`config.mk`:
```
export PLATFORM = sky130hd
export DESIGN_NAME = spi_controller
export DESIGN_NICKNAME = d
export VERILOG_FILES = /design/src/rtl/spi_ctrl_pkg.sv /design/src/rtl/spi_sclk_gen.sv /design/src/rtl/spi_controller.sv
export SDC_FILE = /design/constraint.sdc
export NUM_CORES = 1
export LEC_CHECK = 0
export ABC_CLOCK_PERIOD_IN_PS = 2650
export CORE_UTILIZATION = 54
export DETAILED_ROUTE_END_ITERATION = 10
export PLACE_DENSITY_LB_ADDON = 0.25
export SLEW_MARGIN = 25
export SYNTH_ARGS = -nofsm -noshare
export SYNTH_HDL_FRONTEND = slang
export SYNTH_SLANG_ARGS = --single-unit
export TNS_END_PERCENT = 1
```
`constraint.sdc`:
```
create_clock -name iclk -period 2.65 [get_ports iclk]
set_input_delay 0.53 -clock iclk [delete_from_list [all_inputs] [get_ports iclk]]
set_output_delay 0.53 -clock iclk [all_outputs]
set_load 0.005 [all_outputs]
```
`src/rtl/spi_ctrl_pkg.sv`:
```
// +--------------------------------------------------------------------------+
// | spi_ctrl_pkg : shared state encoding and constants for the SPI initiator |
// | Rev 1.0                                                                  |
// +--------------------------------------------------------------------------+
`default_nettype none

package spi_ctrl_pkg;

  typedef enum logic [1:0] {
    IDLE = 2'd0,
    ADDR = 2'd1,
    DATA = 2'd2,
    GAP  = 2'd3
  } state_t;

  localparam int BYTE_W            = 8;
  localparam int SPI_NUM_REGS      = 60;
  localparam int SPI_FIRST_RO_ADDR = 4;

endpackage

`default_nettype wire

```
`src/rtl/spi_sclk_gen.sv`:
```
// +--------------------------------------------------------------------------+
// | spi_sclk_gen : CLK_DIV half-period divider producing sclk + edge strobes |
// | Rev 1.0                                                                  |
// +--------------------------------------------------------------------------+
`default_nettype none

module spi_sclk_gen #(
  parameter int CLK_DIV = 4
) (
  input  logic iclk,
  input  logic rstn,
  input  logic i_en,
  output logic o_sclk,
  output logic o_rise,
  output logic o_fall
);

  localparam logic [7:0] c_div_last = 8'(CLK_DIV - 1);

  logic [7:0] r_cnt;
  logic       r_sclk;
  logic       w_toggle;

  assign w_toggle = i_en && (r_cnt == c_div_last);

  // Strobes are high in the cycle whose closing edge moves sclk.
  assign o_rise = w_toggle && !r_sclk;
  assign o_fall = w_toggle && r_sclk;
  assign o_sclk = r_sclk;

  always_ff @(posedge iclk or negedge rstn) begin
    if (!rstn) begin
      r_cnt  <= 8'd0;
      r_sclk <= 1'b0;
    end else if (!i_en) begin
      r_cnt  <= 8'd0;
      r_sclk <= 1'b0;
    end else if (w_toggle) begin
      r_cnt  <= 8'd0;
      r_sclk <= ~r_sclk;
    end else begin
      r_cnt  <= r_cnt + 8'd1;
    end
  end

endmodule

`default_nettype wire

```
`src/rtl/spi_controller.sv`:
```
// +--------------------------------------------------------------------------+
// | spi_controller : SPI mode-0 initiator, address byte + len data bytes     |
// | Optional macro SPI_CTRL_LOOPBACK_EN adds a pico->receiver loopback port. |
// | Rev 1.0                                                                  |
// +--------------------------------------------------------------------------+
`default_nettype none

module spi_controller
  import spi_ctrl_pkg::*;
#(
  parameter int CLK_DIV  = 4,
  parameter int IDLE_GAP = 16
) (
  input  logic              iclk,
  input  logic              rstn,
  input  logic              start,
  input  logic [BYTE_W-1:0] addr,
  input  logic [BYTE_W-1:0] len,
  input  logic [BYTE_W-1:0] wr_data,
  output logic              wr_ready,
  output logic [BYTE_W-1:0] rd_data,
  output logic              rd_valid,
  output logic              busy,
  output logic              done,
  output logic              sclk,
  output logic              pico,
`ifdef SPI_CTRL_LOOPBACK_EN
  input  logic              loopback,
`endif
  input  logic              poci
);

  localparam int                GAP_W      = (IDLE_GAP > 1) ? $clog2(IDLE_GAP) : 1;
  localparam logic [GAP_W-1:0]  c_gap_last = GAP_W'(IDLE_GAP - 1);

  state_t              r_state;
  state_t              w_next;
  logic                w_rise;
  logic                w_fall;
  logic                w_sclk_en;
  logic                w_byte_end;
  logic                w_wr_ready;
  logic                w_done;
  logic                w_rx_bit;
  logic [2:0]          r_bit;
  logic [BYTE_W-1:0]   r_bytes_left;
  logic [GAP_W-1:0]    r_gap;
  logic [BYTE_W-1:0]   r_tx;
  logic [BYTE_W-2:0]   r_rx;
  logic [BYTE_W-1:0]   r_rd_data;
  logic                r_rd_valid;

  assign w_sclk_en = (r_state == ADDR) || (r_state == DATA);

  spi_sclk_gen #(
    .CLK_DIV (CLK_DIV)
  ) u_sclk_gen (
    .iclk   (iclk),
    .rstn   (rstn),
    .i_en   (w_sclk_en),
    .o_sclk (sclk),
    .o_rise (w_rise),
    .o_fall (w_fall)
  );

  // Bits are counted on rise; the counter wraps to 0 on the 8th, so the
  // fall that follows closes the byte.
  assign w_byte_end = w_fall && (r_bit == 3'd0);

`ifdef SPI_CTRL_LOOPBACK_EN
  assign w_rx_bit = loopback ? r_tx[BYTE_W-1] : poci;
`else
  assign w_rx_bit = poci;
`endif

  always_ff @(posedge iclk or negedge rstn) begin
    if (!rstn) r_state <= IDLE;
    else       r_state <= w_next;
  end

  always_comb begin
    w_next     = r_state;
    w_wr_ready = 1'b0;
    w_done     = 1'b0;
    case (r_state)
      IDLE: if (start) w_next = ADDR;
      ADDR: begin
        if (w_byte_end) begin
          if (r_bytes_left != '0) begin
            w_next     = DATA;
            w_wr_ready = 1'b1;
          end else begin
            w_next     = GAP;
          end
        end
      end
      DATA: begin
        if (w_byte_end) begin
          if (r_bytes_left == BYTE_W'(1)) w_next     = GAP;
          else                            w_wr_ready = 1'b1;
        end
      end
      GAP: begin
        if (r_gap == c_gap_last) begin
          w_done = 1'b1;
          w_next = IDLE;
        end
      end
      default: w_next = IDLE;
    endcase
  end

  always_ff @(posedge iclk or negedge rstn) begin
    if (!rstn) begin
      r_bit        <= 3'd0;
      r_bytes_left <= '0;
      r_gap        <= '0;
      r_tx         <= '0;
      r_rx         <= '0;
      r_rd_data    <= '0;
      r_rd_valid   <= 1'b0;
    end else begin
      r_rd_valid <= 1'b0;
      case (r_state)
        IDLE: begin
          if (start) begin
            r_tx         <= addr;
            r_bytes_left <= len;
            r_bit        <= 3'd0;
            r_gap        <= '0;
          end
        end
        ADDR, DATA: begin
          if (w_rise) r_bit <= r_bit + 3'd1;
          if (w_fall) begin
            r_rx <= {r_rx[BYTE_W-3:0], w_rx_bit};
            if (w_byte_end) begin
              // Clearing the shifter on the last byte keeps pico low in GAP.
              r_tx <= w_wr_ready ? wr_data : '0;
              if (r_state == DATA) begin
                r_rd_data    <= {r_rx, w_rx_bit};
                r_rd_valid   <= 1'b1;
                r_bytes_left <= r_bytes_left - BYTE_W'(1);
              end
            end else begin
              r_tx <= {r_tx[BYTE_W-2:0], 1'b0};
            end
          end
        end
        GAP:     r_gap <= r_gap + GAP_W'(1);
        default: ;
      endcase
    end
  end

  assign pico     = r_tx[BYTE_W-1];
  assign busy     = (r_state != IDLE);
  assign done     = w_done;
  assign wr_ready = w_wr_ready;
  assign rd_data  = r_rd_data;
  assign rd_valid = r_rd_valid;

endmodule

`default_nettype wire
```
## Yosys cells after proc, flatten, opt, wreduce, memory -nomap -nowiden

Cells that the tools add are included.

| operators by class | value |
|---|---|
| add/subtract/negate cells | 4 |
| reductions and logical operators | 20 |
| bitwise logic cells | 1 |
| muxes and demuxes | 37 |
| equal/unequal tests | 16 |

Operator list:

| operator | count |
|---|---|
| 8-bit 2-to-1 mux | 10 |
| 8-bit case mux with 2 select lines | 2 |
| 2-bit != test (second input constant) | 8 |
| 1-bit 2-to-1 mux | 13 |
| 2-bit 2-to-1 mux | 5 |
| 5-bit AND reduction | 2 |
| 8-bit by 1-bit adder with 8-bit output (second input constant) | 1 |
| 8-bit by 1-bit equality test with 1-bit output (second input constant) | 1 |
| 8-bit by 2-bit equality test with 1-bit output (second input constant) | 1 |
| 2-bit case mux with 4 select lines | 1 |
| 4-bit case mux with 2 select lines | 1 |
| 8-bit nonzero test | 1 |
| 8-bit by 1-bit subtractor with 8-bit output (second input constant) | 1 |
| 3-bit 2-to-1 mux | 2 |
| 3-bit case mux with 2 select lines | 1 |
| 3-bit AND reduction | 2 |
| 2-bit nonzero test | 3 |
| 4-bit by 1-bit adder with 4-bit output (second input constant) | 1 |
| 2-bit equality test (second input constant) | 2 |
| 4-bit equality test (second input constant) | 1 |
| 1-bit logical AND | 4 |
| 4-bit 2-to-1 mux | 1 |
| 2-bit by 1-bit != test with 1-bit output (second input constant) | 2 |
| 2-bit AND reduction | 2 |
| other kinds (10) | 10 |

| storage, ports and cells | value |
|---|---|
| input port bits | 28 |
| word-level logic and storage cells | 88 |
| output and inout bits | 14 |
| flip-flop bits (word level) | 50 |

## Logic depth before layout (Yosys ltp)

Gate-level depths: netlist (run 1).

| depth | value |
|---|---|
| depth after elaboration | 11 |
| mapped depth | 9 |
| gate-level depth less buffers | 7 |

## Cells and area by module

From an unflattened synthesis (run 1), not the netlist that was laid out.

| unflattened totals | value |
|---|---|
| cell total of the unflattened synthesis | 281 |
| area total of the unflattened synthesis | 2752.6 um^2 |

By module, submodules not included:

| module | area an instance (um^2) | cells an instance | sequential area each (um^2) | instances |
|---|---|---|---|---|
| spi_controller | 2314.7 | 236 | 1026.0 | 1 |
| spi_sclk_gen | 437.9 | 45 | 225.2 | 1 |

## Worst setup path before layout (run 1)

Ideal clock, no wire load.

| timing | value |
|---|---|
| path type | flip-flop to flip-flop |
| from | reg r_state[0] |
| to | reg r_tx[1] |
| setup time | 0.123 ns |
| required time | 2.527 ns |
| arrival | 1.770 ns |
| slack | 0.757 ns |
| stages on the path, launching flop included | 8 |
| path buffers | 1 |
| period minus slack after synthesis | 1.893 ns |
| cells stage by stage | dfrtp_1 -> inv_1 -> ha_1 -> clkbuf_1 -> nand3_2 -> a211o_1 -> a21oi_1 -> nor3_1 |

| on the way | value |
|---|---|
| longest elaborated chain between the ends | 11 |
| elaborated cells between the ends (all ways) | 19 |
| classes of those cells | eq/ne (4); mux (7); reduce/logical (8) |

RTL lines:

| item | RTL line | RTL |
|---|---|---|
| start: declaration | spi_controller.sv:36 | `state_t r_state;` |
| start signal: assignment | spi_controller.sv:78 | `else r_state <= w_next;` |
| 2-bit by 1-bit equality test with 1-bit output / 2-bit equality test (equally long branches) | spi_controller.sv:53, spi_controller.sv:85, spi_controller.sv:124 |  |
| 1-bit logical OR | spi_controller.sv:53 | `assign w_sclk_en = (r_state == ADDR) \|\| (r_state == DATA);` |
| 1-bit logical AND | spi_sclk_gen.sv:24 | `assign w_toggle = i_en && (r_cnt == c_div_last);` |
| 1-bit logical AND | spi_sclk_gen.sv:28 | `assign o_fall = w_toggle && r_sclk;` |
| 1-bit logical AND | spi_controller.sv:68 | `assign w_byte_end = w_fall && (r_bit == 3'd0);` |
| 1-bit 2-to-1 mux (on tied branches) | spi_controller.sv:98, spi_controller.sv:88 |  |
| 1-bit case mux with 2 select lines | spi_controller.sv:85 | `case (r_state)` |
| 8-bit 2-to-1 mux | spi_controller.sv:139 | `r_tx <= w_wr_ready ? wr_data : '0;` |
| 8-bit 2-to-1 mux | spi_controller.sv:137 | `if (w_byte_end) begin` |
| 8-bit 2-to-1 mux | spi_controller.sv:135 | `if (w_fall) begin` |
| 8-bit case mux with 2 select lines | spi_controller.sv:124 | `case (r_state)` |
| end signal: assignment | spi_controller.sv:127 | `r_tx <= addr;` |
| end signal: assignment | spi_controller.sv:139 |  |
| end signal: assignment | spi_controller.sv:146 | `r_tx <= {r_tx[BYTE_W-2:0], 1'b0};` |
| end: declaration | spi_controller.sv:48 | `logic [BYTE_W-1:0] r_tx;` |

Several ways; a longest one is shown, not always the timed one. The select of a mux whose other input is x is not followed.
A chain may end at the register's enable or synchronous reset.

## Final worst setup path (run 1)

| timing | value |
|---|---|
| from | reg r_state[1] |
| to | reg r_bytes_left[0] |

| on the way | value |
|---|---|
| longest elaborated chain between the ends | 7 |
| elaborated cells between the ends (all ways) | 15 |
| classes of those cells | eq/ne (6); mux (1); reduce/logical (8) |

RTL lines:

| item | RTL line | RTL |
|---|---|---|
| 2-bit by 1-bit equality test with 1-bit output / 2-bit equality test (equally long branches) | spi_controller.sv:53, spi_controller.sv:124, spi_controller.sv:140 |  |
| 1-bit logical OR | spi_controller.sv:53 |  |
| 1-bit logical AND | spi_sclk_gen.sv:24 |  |
| 1-bit logical AND | spi_sclk_gen.sv:28 |  |
| 1-bit logical AND | spi_controller.sv:68 |  |
| 2-bit != test (no line) | -- |  |
| 5-bit AND reduction (no line) | -- |  |
| end signal: assignment | spi_controller.sv:128 | `r_bytes_left <= len;` |
| end signal: assignment | spi_controller.sv:143 | `r_bytes_left <= r_bytes_left - BYTE_W'(1);` |
| end: declaration | spi_controller.sv:46 | `logic [BYTE_W-1:0] r_bytes_left;` |

Several ways; a longest one is shown, not always the timed one.

==> results_dict.tcl, run 1 <==
set metrics [dict create \
    fmax_mhz 413 \
    overflow 0 \
    synthCells 282 \
    p_total_mw 1.26 \
    place_inst 389 \
    port_buffers 41 \
    dominantRegCellSynth "dfrtp_1" \
    syn-num-nets 321 \
    ys_seq_area_share_pct 45.8 \
    ant_nets 0 \
    io_pins 42 \
    gp_congestion 0.878 \
    stdcell_count 399 \
    relSlewSlack_pct 49.3 \
    worstPathArrival_ns 2.65 \
    path_class "reg -> reg" \
    firstDrtPassIters 4 \
    worst_slew_pin_slew_ns 0.754 \
    syn2layout_area_growth_pct 23.6 \
    drc 0 \
    holdCritPathClass "in -> async" \
    die_area_mm2 0.00534 \
    clkSinkCount 50 \
    cts-buffers-inserted 5 \
    avgRoutedWirePerCell_um 14.9 \
    htree_levels 2 \
    drive_gt1_share_pct 13.6 \
    first_iter_violations 125 \
    die_h_um 73.1 \
    cts.clk_slew.worst_paths_ns 0.09 \
    final.setup.tns_ns 0 \
    cts_root_buf "clkbuf_8" \
    wirelength_mm 5.96 \
    cts_buffer_depth 2 \
    grt_pass1_vias 2243 \
    dp_slack_ns 0.293 \
    dp_hpwl_mm 4.23 \
    ir_drop_mv 0.320 \
    synth_seq_cells 50 \
    critPathRequiredTime_ns 2.87 \
    fin_skew_ns 0.00667 \
    netlist_area_mm2 0.00273 \
    grt_first_pass_wirelength_mm 10.4 \
    powerDensity_mw_per_mm2 372 \
    cts_tree "done" \
    vias 2216 \
    period_share_pct 91.4 \
    nets 371 \
    diodes 0 \
    drv_cap 0 \
    clk_latency_ns 0.30 \
    ys_types 49 \
    maxSlewViolCount 0 \
    setup-violations-final 0 \
    cp_max_fo 33 \
    antenna_found_initial 0 \
    status "completed" \
    p_leak_nw 1.47 \
    core-area_mm2 0.00479 \
    avgSynthCellArea_um2 9.68 \
    synth_edf_count 0 \
    min_period_ns 2.42 \
    cp-start-kind "flop" \
    globalRouteTotalUtil_pct 25.4 \
    avgViaCountPerCell 5.55 \
    timing.hold.ws_ns 0.310 \
    timing_hold_violations_final 0 \
    rsz0062_at_grt "no" \
    grt_max_degree 51 \
    finalWorstSetupSlack_ns 0.228 \
    ys_warn_count 0 \
    rows 25 \
    initial_core_util_pct 57.0 \
    cp-end-kind "flop" \
    ys_async_sr_fraction_pct 100 \
    die_x_um 73.1 \
]
[stage by stage]
step           cell area (µm²)  utilization [%]
2_1_floorplan             2730                -
3_3_place_gp              3240             67.7
3_5_place_dp              3240             67.7
4_1_cts                   3340             69.8
5_1_grt                   3370             70.5
6_report                  3370             70.5
[where the power goes]
group	total, mW	internal [mW]	switching (mW)
registers	0.771	0.768	0.00367
clock network	0.419	0.181	0.238
logic	0.0659	0.0407	0.0252
total	1.26	0.990	0.267
[metal layers]
metal  up-vias  share of wire, %  GRT usage (%)
li1       1100                 -              -
met1      1070                48           35.9
met2        40                48           40.7
met3         6               2.7           4.56
met4         0               1.0           5.88
met5         -                 0              0
[area by class of cell]
cell class                 instances  area, µm²
clock buffer                       6       72.6
clock inverter                     1       7.51
fill                             364       1410
inverter                          15       56.3
multi-input combinational        208       1410
sequential                        50       1250
tap                               67       83.8
timing repair buffer              52        490
[cells in the mapped netlist, drive strengths merged, types with 3 or more instances]
master | n | area share [%]
xnor2 | 5 | 1.6
a31oi | 9 | 2.1
xor2 | 3 | 0.96
and2 | 7 | 1.6
nor4 | 4 | 1.5
nand3 | 11 | 2.4
dfrtp | 50 | 46
mux2i | 5 | 1.8
and3 | 5 | 1.1
nand2b | 3 | 0.69
clkbuf | 5 | 0.69
a21oi | 20 | 3.8
nand2 | 17 | 2.3
o21ai | 23 | 4.2
ha | 11 | 5.0
buf | 4 | 0.69
nor3 | 10 | 1.8
nor2 | 31 | 4.6
inv | 14 | 1.9
mux2 | 15 | 6.2
[state kept, by name (all words and copies together) (netlist names)]
register and count:
rd_valid 1, r_gap 4, u_sclk_gen.o_sclk 1, rd_data 8
u_sclk_gen.r_cnt 8, r_rx 7, r_bytes_left 8, r_bit 3
r_state 2, r_tx 8
[worst paths after layout]
path	from	to	slack (ns)	depth (start not counted)
setup / recovery	r_state[1]	r_bytes_left[0]	0.23	8
hold / removal	rstn	r_bytes_left[4]	0.31	2
setup reg to reg	r_state[1]	r_bytes_left[0]	0.23	8
hold reg to reg	u_sclk_gen.r_cnt[0]	u_sclk_gen.r_cnt[0]	0.47	1
max in group asynchronous	rstn	r_tx[2]	1.90	2
min in group iclk	u_sclk_gen.r_cnt[0]	u_sclk_gen.r_cnt[0]	0.47	1
[placed cells by master (no fill, tap or decap), types with 3 or more instances in the layout]
master,Yosys,routed
clkbuf_8,0,5
xnor2_1,5,5
a31oi_1,9,9
and3_1,5,5
dfrtp_1,50,50
nand2b_1,3,3
nand2_1,17,17
buf_4,0,11
nor3_1,10,10
and2_1,7,7
mux2i_1,5,5
a21oi_1,19,19
ha_1,11,9
nor4_1,3,3
inv_1,14,14
clkdlybuf4s50_1,0,39
nand3_1,9,9
mux2_2,15,15
nor2_1,29,29
xor2_1,3,3
o21ai_0,22,22
[critical path, cell delays in order (launching register included)]
cell	delay [ns]
dfrtp_1	0.39
inv_1	0.12
ha_1	0.34
buf_4	0.33
mux2i_1	0.15
o21bai_1	0.21
a21o_1	0.33
or3_1	0.39
o21ai_0	0.07
[logic make-up (layout without fill, tap and decap cells)]
logic type               Yosys count  count (layout)  share of synthesized area (%)
AO/OA/AOI/OAI                     70              70                           15.6
adder cells (fa/ha/maj)           11              11                           5.04
buffers and inverters             24              74                           3.44
XOR/XNOR                           8               8                           2.57
multiplexers                      20              20                           8.02
AND/OR/NAND/NOR                   99              99                           19.5
flip-flops                        50              50                           45.8
[what timing repair did]
action / in CTS / in global routing
setup buffers: 2 / 1
gates resized for setup: 1 / 6
pin swaps: 1 / 2
endpoints found under the setup margin: 1 / 1
hold buffers: 0 / 0
Power figures use the tool's default switching activity.
==> run 2, diff against run 1 <==
==> constraint.sdc (replaced) <==
create_clock -name iclk -period 2.65 [get_ports iclk]
set_input_delay 0.53 -clock iclk [delete_from_list [all_inputs] [get_ports iclk]]
set_output_delay 0.53 -clock iclk [all_outputs]
set_load 0.02 [all_outputs]
==> run 2 against run 1 <==
Register-to-register slack improved by 0.10 ns; design area decreased by 0.30%; sequential power about the same; setup slack worse by 0.11 ns; via count grew 0.72%; global-route usage shrank 1.0 points; critical path type is now reg -> out.
==> results_dict.tcl, run 2 (synthesized netlist as in run 1, its figures left out) <==
set metrics [dict create \
    postCtsHoldBufs 0 \
    avgRoutedWirePerCell_um 15.0 \
    firstDrtPassIters 4 \
    clk_latency_ns 0.30 \
    maxSlewViolCount 0 \
    setup-violations-final 0 \
    nets 370 \
    rsz0062_at_grt "no" \
    timing_hold_violations_final 0 \
    cp_slowest_cell "dfrtp_1" \
    cts-buffers-inserted 5 \
    core-area_mm2 0.00479 \
    die_h_um 73.1 \
    status "completed" \
    die_x_um 73.1 \
    cp_top_family "simple AND/OR/NAND/NOR gates" \
    cp_max_fo 3 \
    fmax_mhz 394 \
    die_area_mm2 0.00534 \
    clkSinkCount 50 \
    io_pins 42 \
    antenna_found_initial 0 \
    rows 25 \
    overflow 0 \
    crit_chain "inv_1, ha_1, nor2b_2, nand4_2, nor2_2, dlygate4sd2_1" \
    cts.clk_slew.worst_paths_ns 0.09 \
    p_leak_nw 1.49 \
    critPathLaunch "r_bit[0]" \
    cp-end-kind "output pin" \
    first_iter_violations 136 \
    worst_slew_pin_slew_ns 0.802 \
    r2r_end "r_bytes_left[0]" \
    grt_pass1_vias 2185 \
    powerDensity_mw_per_mm2 396 \
    avgViaCountPerCell 5.59 \
    reg2reg_slack_ns 0.33 \
    period_share_pct 95.7 \
    ir_drop_mv 0.283 \
    cp-start-kind "flop" \
    path_class "reg -> out" \
    dp_hpwl_mm 4.29 \
    drc 0 \
    reg2reg_depth 8 \
    crit_buf_inv 2 \
    cts_root_buf "clkbuf_8" \
    diodes 0 \
    port_buffers 41 \
    mostFrequentLayoutCells "50 x dfrtp_1, 39 x clkdlybuf4s50_1, 29 x nor2_1, 22 x o21ai_0, 19 x a21oi_1" \
    vias 2232 \
    drive_gt1_share_pct 13.3 \
    relSlewSlack_pct 46.1 \
    fillCellCount 388 \
    grt_first_pass_wirelength_mm 9.97 \
    holdCritPathClass "in -> async" \
    critPathRequiredTime_ns 2.12 \
    fin_skew_ns 0.00641 \
    globalRouteTotalUtil_pct 24.4 \
    drv_cap 0 \
    ant_nets 0 \
    syn2layout_area_growth_pct 23.2 \
    r2r_start "r_state[0]" \
    grt_max_degree 31 \
    gp_congestion 0.829 \
    worstPathArrival_ns 2.01 \
    htree_levels 2 \
    final_common_cell "dfrtp_1" \
    p_total_mw 1.33 \
    cp_num_cells 6 \
    post_cts_buffers 0 \
    initial_core_util_pct 57.0 \
    cts_tree "done" \
    critPathMaxStageDelay_ns 0.41 \
    min_period_ns 2.54 \
    final.setup.tns_ns 0 \
    cts_buffer_depth 2 \
    critPathCapture "wr_ready" \
    wirelength_mm 5.97 \
]
run 2: worst min path at each step:
stage	startpoint	to	slack (ns)	depth (start not counted)
2_1_floorplan	rstn	r_bit[0]	0.23	0
3_3_place_gp	u_sclk_gen.r_cnt[0]	u_sclk_gen.r_cnt[0]	0.44	1
3_5_place_dp	u_sclk_gen.r_cnt[0]	u_sclk_gen.r_cnt[0]	0.46	1
4_1_cts	rstn	r_gap[1]	0.29	1
5_1_grt	rstn	u_sclk_gen.r_cnt[7]	0.33	1
6_report	rstn	r_bytes_left[4]	0.27	1
run 2: layout make-up:
cell class                      instances  area [µm²]  area share (%)
Multi-Input combinational cell        208        1390            41.3
Sequential cell                        50        1250            37.2
Timing Repair Buffer                   51         479            14.2
Clock buffer                            7        96.3            2.86
Tap cell                               67        83.8            2.49
Inverter                               15        56.3            1.67
Clock inverter                          1        8.76           0.260
run 2: timing repair:
action,CTS,global route
setup endpoints to repair,1,0
resized for setup,2,0
hold endpoints to repair,0,0
run 2: per-layer routing:
layer	up-vias	wire length, µm	global-route usage, %
met5	-	0	0
met4	0	72	6.10
met3	7	206	4.01
met2	47	2870	39.9
met1	1074	2820	33.7
li1	1104	-	-
run 2: stage by stage:
step                      utilization (%)  cells  worst slack [ns]  cell area (µm²)  hold slack [ns]
after floorplan                         -    282             0.659             2730            0.234
after global placement               68.1    391             0.206             3260            0.437
after detailed placement             68.1    391             0.146             3260            0.460
after CTS                            70.3    399             0.107             3360            0.287
after global routing                 70.3    399            0.0208             3360            0.327
final                                70.3    399             0.115             3360            0.266
run 2: power by group:
group	switching, mW	internal (mW)	leakage (nW)
sequential	0.00393	0.768	0.631
combinational	0.0246	0.0415	0.807
clock	0.253	0.240	0.0544
total	0.282	1.05	1.49
